`src/rtl/dmem_arbiter.sv`:
```
// Two-port round-robin arbiter in front of the data-memory controller: CPU (C) and loader (L)
// share one controller port, one transaction at a time, with an optional stuck-memory timeout.
module dmem_arbiter #(
  parameter int ADDRESS_WIDTH  = 32,
  parameter int DATA_WIDTH     = 32,
  parameter int FUNC3_WIDTH    = 3,
  parameter int TIMEOUT_CYCLES = 64
) (
  input  logic                     clk,
  input  logic                     rst,
  input  logic                     c_read_En,
  input  logic                     c_write_En,
  input  logic [FUNC3_WIDTH-1:0]   c_func3,
  input  logic [ADDRESS_WIDTH-1:0] c_address,
  input  logic [DATA_WIDTH-1:0]    c_data_in,
  output logic [DATA_WIDTH-1:0]    c_data_out,
  output logic                     c_ready,
  input  logic                     l_read_En,
  input  logic                     l_write_En,
  input  logic [FUNC3_WIDTH-1:0]   l_func3,
  input  logic [ADDRESS_WIDTH-1:0] l_address,
  input  logic [DATA_WIDTH-1:0]    l_data_in,
  output logic [DATA_WIDTH-1:0]    l_data_out,
  output logic                     l_ready,
  output logic                     mem_read_En,
  output logic                     mem_write_En,
  output logic [FUNC3_WIDTH-1:0]   mem_func3,
  output logic [ADDRESS_WIDTH-1:0] mem_address,
  output logic [DATA_WIDTH-1:0]    mem_data_in,
  input  logic [DATA_WIDTH-1:0]    mem_data_out,
  input  logic                     mem_ready,
  output logic                     grant_l,
  output logic                     timeout_err
);

  typedef enum logic [1:0] {
    S_IDLE    = 2'd0,
    S_BUSY    = 2'd1,
    S_RELEASE = 2'd2
  } state_t;

  localparam logic [31:0] TMO_LAST = 32'(TIMEOUT_CYCLES - 1);

  state_t                   state_q, state_d;
  logic                     ptr_l_q, ptr_l_d;
  logic                     grant_l_q, grant_l_d;
  logic                     rd_q, rd_d;
  logic                     wr_q, wr_d;
  logic [FUNC3_WIDTH-1:0]   func3_q, func3_d;
  logic [ADDRESS_WIDTH-1:0] addr_q, addr_d;
  logic [DATA_WIDTH-1:0]    wdata_q, wdata_d;
  logic [31:0]              cnt_q, cnt_d;
  logic                     c_ready_q, c_ready_d;
  logic                     l_ready_q, l_ready_d;
  logic [DATA_WIDTH-1:0]    c_data_q, c_data_d;
  logic [DATA_WIDTH-1:0]    l_data_q, l_data_d;
  logic                     terr_q, terr_d;

  logic c_req_s, l_req_s, pick_l_s, sel_wr_s, tmo_hit_s;

  assign c_req_s   = c_read_En | c_write_En;
  assign l_req_s   = l_read_En | l_write_En;
  // Loader wins when it is alone or when both ask and the pointer names it.
  assign pick_l_s  = l_req_s & (~c_req_s | ptr_l_q);
  assign sel_wr_s  = pick_l_s ? l_write_En : c_write_En;
  assign tmo_hit_s = (TIMEOUT_CYCLES != 0) && (cnt_q == TMO_LAST);

  // State and datapath registers.
  always_ff @(posedge clk) begin
    if (rst) begin
      state_q   <= S_IDLE;
      ptr_l_q   <= 1'b0;
      grant_l_q <= 1'b0;
      rd_q      <= 1'b0;
      wr_q      <= 1'b0;
      func3_q   <= '0;
      addr_q    <= '0;
      wdata_q   <= '0;
      cnt_q     <= 32'd0;
      c_ready_q <= 1'b0;
      l_ready_q <= 1'b0;
      c_data_q  <= '0;
      l_data_q  <= '0;
      terr_q    <= 1'b0;
    end else begin
      state_q   <= state_d;
      ptr_l_q   <= ptr_l_d;
      grant_l_q <= grant_l_d;
      rd_q      <= rd_d;
      wr_q      <= wr_d;
      func3_q   <= func3_d;
      addr_q    <= addr_d;
      wdata_q   <= wdata_d;
      cnt_q     <= cnt_d;
      c_ready_q <= c_ready_d;
      l_ready_q <= l_ready_d;
      c_data_q  <= c_data_d;
      l_data_q  <= l_data_d;
      terr_q    <= terr_d;
    end
  end

  // Next-state and output logic; ready pulses default low every cycle.
  always_comb begin
    state_d   = state_q;
    ptr_l_d   = ptr_l_q;
    grant_l_d = grant_l_q;
    rd_d      = rd_q;
    wr_d      = wr_q;
    func3_d   = func3_q;
    addr_d    = addr_q;
    wdata_d   = wdata_q;
    cnt_d     = cnt_q;
    c_ready_d = 1'b0;
    l_ready_d = 1'b0;
    c_data_d  = c_data_q;
    l_data_d  = l_data_q;
    terr_d    = terr_q;
    case (state_q)
      S_IDLE: begin
        if (c_req_s || l_req_s) begin
          state_d   = S_BUSY;
          grant_l_d = pick_l_s;
          wr_d      = sel_wr_s;
          rd_d      = ~sel_wr_s;
          func3_d   = pick_l_s ? l_func3   : c_func3;
          addr_d    = pick_l_s ? l_address : c_address;
          wdata_d   = pick_l_s ? l_data_in : c_data_in;
          cnt_d     = 32'd0;
        end else begin
          state_d = S_IDLE;
        end
      end
      S_BUSY: begin
        if (mem_ready || tmo_hit_s) begin
          state_d   = S_RELEASE;
          rd_d      = 1'b0;
          wr_d      = 1'b0;
          ptr_l_d   = ~grant_l_q;
          l_ready_d = grant_l_q;
          c_ready_d = ~grant_l_q;
          // A timeout completes without data; only a real read response is captured.
          terr_d    = terr_q | ~mem_ready;
          if (mem_ready && rd_q) begin
            l_data_d = grant_l_q ? mem_data_out : l_data_q;
            c_data_d = grant_l_q ? c_data_q : mem_data_out;
          end else begin
            l_data_d = l_data_q;
            c_data_d = c_data_q;
          end
        end else begin
          cnt_d = cnt_q + 32'd1;
        end
      end
      S_RELEASE: begin
        state_d   = S_IDLE;
        grant_l_d = 1'b0;
      end
      default: begin
        state_d   = S_IDLE;
        grant_l_d = 1'b0;
        rd_d      = 1'b0;
        wr_d      = 1'b0;
      end
    endcase
  end

  assign mem_read_En  = rd_q;
  assign mem_write_En = wr_q;
  assign mem_func3    = func3_q;
  assign mem_address  = addr_q;
  assign mem_data_in  = wdata_q;
  assign c_ready      = c_ready_q;
  assign l_ready      = l_ready_q;
  assign c_data_out   = c_data_q;
  assign l_data_out   = l_data_q;
  assign grant_l      = grant_l_q;
  assign timeout_err  = terr_q;

endmodule

```
`config.mk`:
```
export PLATFORM = sky130hd
export DESIGN_NAME = dmem_arbiter
export DESIGN_NICKNAME = d
export VERILOG_FILES = /design/src/rtl/dmem_arbiter.sv
export SDC_FILE = /design/constraint.sdc
export NUM_CORES = 1
export LEC_CHECK = 0
export ABC_AREA = 1
export BUFFER_PORTS_ARGS = -buffer_cell sky130_fd_sc_hd__buf_2
export CORE_MARGIN = 4
export CORE_UTILIZATION = 53
export DETAILED_ROUTE_END_ITERATION = 6
export HOLD_SLACK_MARGIN = 0.1
export PLACE_DENSITY_LB_ADDON = 0.1
export SKIP_LAST_GASP = 1
export SYNTH_ARGS = -nofsm -noshare
export SYNTH_HDL_FRONTEND = slang
export SYNTH_SLANG_ARGS = --single-unit
```
`constraint.sdc`:
```
create_clock -name clk -period 2.9 [get_ports clk]
set_input_delay 0.29 -clock clk [delete_from_list [all_inputs] [get_ports clk]]
set_output_delay 0.29 -clock clk [all_outputs]
set_load 0.005 [all_outputs]
```
==> out/metrics.csv, run 1 <==
metric,value,unit
synth_cell_types,28,
fin_nets,1641,
r2r_setup_slack,0.68,ns
fin_crit_sh,76.55,%
path_clk_slew,0.07,ns
holdPathStages,3,
drtIter0Drc,639,
slew_violations,0,
numCtsBuffers,17,
die_h,132.3,microns
hold_path_startpoint,mem_data_out[16],
syn_area,8193,sq um
drive_gt1_share,24.93,%
setup_violations,0,
clock_sinks,172,
postSynthAreaPerCell,6.810,sq um
clk_latency,0.43,ns
first_pass_iters,5,
slowest_delay,0.40,ns
clock_path_buffers,2,
synth_nets,1377,
place_hpwl,18660,microns
rows,45,
grt_antenna_before_repair,4,
maxCapViolCount,0,
grt_usage,28.91,%
post-synth-top-area-fraction,42.03,%
power_density,555.5,nW/um^2
cp_cell_sequence,ha_1 > nand2_2 > nor2_4 > nand3_1 > nor2_1 > nand2_1 > nand2_2 > buf_4 > nand3_1 > buf_4 > nand2_1 > a21oi_1,
vias,8815,
skew,0.01121,ns
ir_drop,394.6,uV
yosys.area.top_type,dfxtp_1,
final-hold-violation-count,0,
die_area,17510,sq um
initial_core_util,54.09,%
ys_seq_area_share,42.03,%
wl,25890,microns
swShare,27.46,%
fin_cells,1667,
placed_cell_area,9742,sq um
dieWidth,132.3,microns
yosysWarningCount,0,
gp_congestion,0.9096,
hold_buffers,1,
io_buffers,309,
grt_pass1_vias,8096,
critPathSlowestCell,dfxtp_1,
postSynth.asyncResetShare,0,%
cts_root_buffer,clkbuf_16,
grt-ovfl-total,0,
dpl.cell_count,1635,
fin_ws,0.6801,ns
endpoint_kind,register,
final_cell_area,10330,sq um
yosys-top-cells-area,"dfxtp_1 (42%), nand2_1 (16%), nand3_1 (7.1%)",
cp.required,3.19,ns
h-tree-depth,4,
whs,0.1537,ns
post_cts_resized,0,
pwr-share-seq,45.0,%
reg2reg_to,l_data_out[8]$_SDFFE_PP0P_,
worst_hold_path_type,in -> reg,
rr_worst_depth,12,
synth_cells,1203,
critPathArrivalTime,2.51,ns
rsz0062_at_grt,false,
p_int,4.162,mW
synth-main-ff-cell,dfxtp_1,
place_ws,0.7158,ns
viasPerCell,5.288,
coreArea,15150,sq um
fmax,0.4505,GHz
cts_tree,built,
critical_path_class,reg -> reg,
p_comb_share,16.0,%
status,"finished, final reports clean",
rr_startpoint,cnt_q[0]$_SDFFE_PP0P_,
critPathLaunchType,register,
drc_errors,0,
hold_path_end,c_data_out[16]$_SDFFE_PP0P_,
clkPwrFrac,39.0,%
grt_start_max_net_pins,135,
path_max_fanout,32,
setup_tns,0,ns
p_leak,4.975,nW
max_slew_margin,53.95,%
drtAntennaViolNets,0,
power.net_switching,1.575,mW
yosys_register_bits,172,
grt_first_pass_wirelength,41270,microns
period_minus_slack,2.220,ns
wl_per_cell,15.53,microns
synth_edf_count,0,
area_growth,26.05,%
io_pins,310,
post-cts-setup-buffers,0,
tightest_slew,0.6907,ns
state kept, by name, summed over array words and instances (netlist names):
signal	flops
c_data_out	32
mem_address	32
cnt_q	32
state_q	2
mem_func3	3
mem_data_in	32
mem_write_En	1
ptr_l_q	1
l_ready	1
c_ready	1
l_data_out	32
mem_read_En	1
grant_l	1
timeout_err	1
worst max path at each step:
stage	startpoint	end	slack [ns]	cells past startpoint
final	cnt_q[0]$_SDFFE_PP0P_	l_data_out[8]$_SDFFE_PP0P_	0.68	12
after global routing	cnt_q[0]$_SDFFE_PP0P_	l_data_out[22]$_SDFFE_PP0P_	0.44	12
after CTS	cnt_q[0]$_SDFFE_PP0P_	l_data_out[8]$_SDFFE_PP0P_	0.69	12
after detailed placement	cnt_q[0]$_SDFFE_PP0P_	l_data_out[27]$_SDFFE_PP0P_	0.72	12
after global placement	cnt_q[0]$_SDFFE_PP0P_	l_data_out[5]$_SDFFE_PP0P_	0.77	12
after floorplan	cnt_q[0]$_SDFFE_PP0P_	l_data_out[10]$_SDFFE_PP0P_	1.22	11
cell families (layout without fill, tap and decap cells):
group / Yosys count / in the layout / synth area share [%]
xor gates and xnor gates: 10 / 10 / 1.069
and+or+nand+nor: 648 / 648 / 34.04
DFF: 172 / 172 / 42.03
AOI/OAI and AO/OA: 171 / 171 / 12.51
adders and majority gates: 1 / 1 / 0.1527
buffers and inverters: 201 / 474 / 10.20
other: 0 / 3 / 0
metrics by stage:
step	utilization, %	total power [mW]
2_1_floorplan	-	3.144
3_3_place_gp	64.32	3.538
3_5_place_dp	64.32	3.543
4_1_cts	68.14	5.767
5_1_grt	68.17	5.975
6_report	68.19	5.737
cell type report:
type                    instances  area, sq um
multi-input cells             830         3924
clock buffers                  20        456.7
fillers                      1405         4818
repair buffers                328         1704
inverters                     118        445.4
well taps                     188        235.2
clock inverters                 8        111.4
flip-flops and latches        172         3443
diodes                          3        7.507
routing by layer:
| layer | up-vias | track usage (%) | wire [microns] |
|---|---|---|---|
| met5 | - | 0 | 21 |
| met4 | 4 | 12.59 | 881 |
| met3 | 59 | 6.412 | 2058 |
| met2 | 365 | 47.42 | 12420 |
| met1 | 3903 | 36.66 | 10500 |
| li1 | 4484 | - | - |
critical path, delay by kind of cell (launching register included):
family                   cells  cell delay, ns
AND/OR/NAND/NOR              8            0.84
buffers and inverters        2            0.55
flip-flops                   1            0.40
adder cells (fa/ha/maj)      1            0.21
AO/OA/AOI/OAI                1            0.06
power groups by stage:
stage          Clock, mW  Sequential [mW]  Combinational (mW)
3_5_place_dp           0             2.62               0.921
4_1_cts             2.26             2.58               0.925
3_3_place_gp           0             2.62               0.914
5_1_grt             2.36             2.59                1.02
6_report            2.24             2.58               0.920
2_1_floorplan          0             2.63               0.512
synthesized netlist by cell type, types with 5 or more instances:
cell type,n
nand2_1,355
nor2_1,93
nand4_1,64
inv_1,115
buf_1,5
o211ai_1,67
xor2_1,10
buf_2,38
clkbuf_1,35
a21oi_1,95
nor3_1,7
o21ai_0,8
dfxtp_1,172
nand3_1,117
layout by cell type (no fill, tap or decap), types with 2 or more instances in the layout:
master and n:
a21oi_1 95, buf_2 309, buf_4 17, bufinv_16 2, clkbuf_16 17, clkbuf_8 2, clkinv_4 2, dfxtp_1 172
diode_2 3, inv_1 114, inv_2 2, inv_6 2, nand2_1 354, nand2_2 4, nand3_1 117, nand4_1 64
nor2_1 92, nor2_4 2, nor3_1 7, o211ai_1 67, o21ai_0 8, or2_2 3, xor2_1 10
Note: power is estimated with default switching activity, not from simulation.
==> inputs of run 2 (changes only) <==
--- a/config.mk
+++ b/config.mk
@@ -8,7 +8,7 @@
 export ABC_AREA = 1
 export BUFFER_PORTS_ARGS = -buffer_cell sky130_fd_sc_hd__buf_2
 export CORE_MARGIN = 4
-export CORE_UTILIZATION = 53
+export CORE_UTILIZATION = 50
 export DETAILED_ROUTE_END_ITERATION = 6
 export HOLD_SLACK_MARGIN = 0.1
 export PLACE_DENSITY_LB_ADDON = 0.1
==> constraint.sdc (replaced) <==
create_clock -name clk -period 2.2 [get_ports clk]
set_input_delay 0.22 -clock clk [delete_from_list [all_inputs] [get_ports clk]]
set_output_delay 0.22 -clock clk [all_outputs]
set_load 0.005 [all_outputs]
==> run 2 against run 1 <==
Net effect:
- combinational power rose by 41%
- highest routed layer unchanged
- clock-buffer cell count fell by 1
- first-iteration DRC count fell by 0.47%
- routed wire length rose by 3.4%
==> out/metrics.csv, run 2 (same netlist as run 1, synthesis figures left out) <==
metric,value,unit,change
status,"finished, final reports clean",,
path_max_fanout,14,,-56%
path_clk_slew,0.07,ns,about the same
die_h,136.0,microns,+2.8%
endpoint_kind,register,,
drtIter0Drc,636,,-0.47%
period_minus_slack,1.899,ns,-0.3209 ns
maxCapViolCount,0,,unchanged
dieWidth,136.0,microns,+2.8%
power_density,708.6,nW/um^2,+28%
viasPerCell,5.179,,-2.1%
worst_hold_path_type,in -> reg,,
drive_gt1_share,24.88,%,-0.047 points
slew_violations,0,,unchanged
cts_root_buffer,clkbuf_16,,
rsz0062_at_grt,true,,
clock_sinks,172,,unchanged
fin_crit_sh,86.32,%,+9.8 points
area_growth,31.61,%,
fmax,0.5266,GHz,+17%
drc_errors,0,,unchanged
p_total,7.641,mW,+33%
placed_cell_area,9847,sq um,+1.1%
setup_violations,0,,unchanged
fin_nets,1680,,+2.4%
multi_input_area,3929,sq um,+0.13%
setup_tns,0,ns,unchanged
critPathArrivalTime,2.24,ns,-0.27 ns
final_cell_area,10780,sq um,+4.4%
place_ws,0.2268,ns,-0.4890 ns
io_pins,310,,unchanged
tightest_slew,0.5112,ns,-0.1795 ns
first_pass_iters,5,,unchanged
rows,46,,+2.2%
p_leak,5.150,nW,+3.5%
die_area,18500,sq um,+5.6%
vias,9001,,+2.1%
clk_latency,0.43,ns,about the same
h-tree-depth,4,,unchanged
fin_ws,0.3010,ns,-0.3791 ns
skew,0.009629,ns,-0.001580 ns
critPathLaunchType,register,,
reg2reg_to,cnt_q[1]$_SDFFE_PP0P_,,
final_cell_mix,"nand2_1 (354), buf_2 (309), dfxtp_1 (172)",,
numCtsBuffers,17,,unchanged
max_slew_margin,65.92,%,+12 points
seq_area,3443,sq um,unchanged
cp.required,2.54,ns,-0.65 ns
grt_first_pass_wirelength,42100,microns,+2.0%
hold_path_startpoint,l_address[26],,
grt-ovfl-total,0,,unchanged
holdPathStages,5,,+2
rr_worst_depth,12,,unchanged
wl,26770,microns,+3.4%
rr_startpoint,cnt_q[1]$_SDFFE_PP0P_,,
clock_path_buffers,2,,unchanged
critical_path_class,reg -> reg,,
grt_pass1_vias,8319,,+2.8%
hold_path_end,mem_address[26]$_SDFFE_PP0P_,,
coreArea,15940,sq um,+5.3%
grt_usage,28.53,%,-0.38 points
final-hold-violation-count,0,,unchanged
io_buffers,309,,unchanged
nFillCells,1474,,+4.9%
grt_antenna_before_repair,2,,-2
wl_per_cell,15.40,microns,-0.82%
drtAntennaViolNets,0,,unchanged
ir_drop,609.6,uV,+54%
gp_congestion,0.9368,,+3.0%
r2r_setup_slack,0.30,ns,-0.38 ns
cts_tree,built,,
final_common_cell,nand2_1,,
finish.utilization,67.63,%,-0.55 points
grt_start_max_net_pins,84,,-38%
place_hpwl,19010,microns,+1.9%
initial_core_util,51.39,%,-2.7 points
==> run 2: cell count changes in the layout (fill, tap and decap cells not counted), sizes merged <==
cell	delta
bufinv	-1
clkinv	+1
buf	+6
clkbuf	-1
clkinvlp	+3
inv	+2
dlygate4sd3	+33
==> run 2: per-layer routing <==
layer / routed length (microns) / global-route usage (%)
met3: 2009 / 5.736
met5: 13 / 0
met1: 10810 / 36.17
met4: 1146 / 13.83
met2: 12790 / 46.45
==> run 2: worst max path at each step <==
stage / from / end / slack (ns) / cells past startpoint
finish: cnt_q[1]$_SDFFE_PP0P_ / cnt_q[1]$_SDFFE_PP0P_ / 0.30 / 12
global route: cnt_q[1]$_SDFFE_PP0P_ / cnt_q[1]$_SDFFE_PP0P_ / -0.02 / 12
CTS: cnt_q[1]$_SDFFE_PP0P_ / cnt_q[30]$_SDFFE_PP0P_ / 0.20 / 10
global placement: cnt_q[1]$_SDFFE_PP0P_ / cnt_q[2]$_SDFFE_PP0P_ / 0.29 / 10
floorplan: cnt_q[0]$_SDFFE_PP0P_ / l_data_out[10]$_SDFFE_PP0P_ / 0.52 / 11
detailed placement: cnt_q[1]$_SDFFE_PP0P_ / cnt_q[30]$_SDFFE_PP0P_ / 0.23 / 10
==> run 2: layout make-up <==
| class | instances | area share, % |
|---|---|---|
| clock inverter | 13 | 1.230 |
| timing repair buffer | 367 | 19.59 |
| antenna | 3 | 0.06962 |
| tap | 216 | 2.506 |
| sequential | 172 | 31.93 |
| clock buffer | 19 | 4.108 |
| inverter | 118 | 4.131 |
| multi-input combinational | 830 | 36.44 |
==> run 2: through the flow <==
| step | std cells | hold WS (ns) |
|---|---|---|
| final | 1738 | 0.1113 |
| after CTS | 1735 | 0.1003 |
| after floorplan | 1203 | 0.3334 |
| after detailed placement | 1669 | 0.4486 |
| after global routing | 1736 | 0.1194 |
| after global placement | 1669 | 0.4372 |
==> run 2: power breakdown <==
part | internal [mW] | switching [mW] | total, mW
clock network | 1.62 | 1.33 | 2.94
logic | 0.521 | 0.778 | 1.30
registers | 3.30 | 0.102 | 3.40
total | 5.43 | 2.21 | 7.64
==> run 2: worst max-delay path, stage by stage, from the launching register on <==
cell and delay, ns:
dfxtp_1 0.36, ha_1 0.19, nand2_2 0.09, nor2_4 0.15
nand3_1 0.09, nor2_1 0.12, nand2_1 0.10, nand3_2 0.11
buf_4 0.24, nand2_1 0.09, inv_1 0.13, nand2_1 0.06
o21ai_0 0.09
==> run 2: what timing repair did <==
action | CTS | global route
endpoints found under the setup margin | 0 | 48
buffers inserted | 0 | 0
endpoints found under the hold margin | 61 | 0
gates resized for setup | 0 | 3
hold buffers | 34 | 0
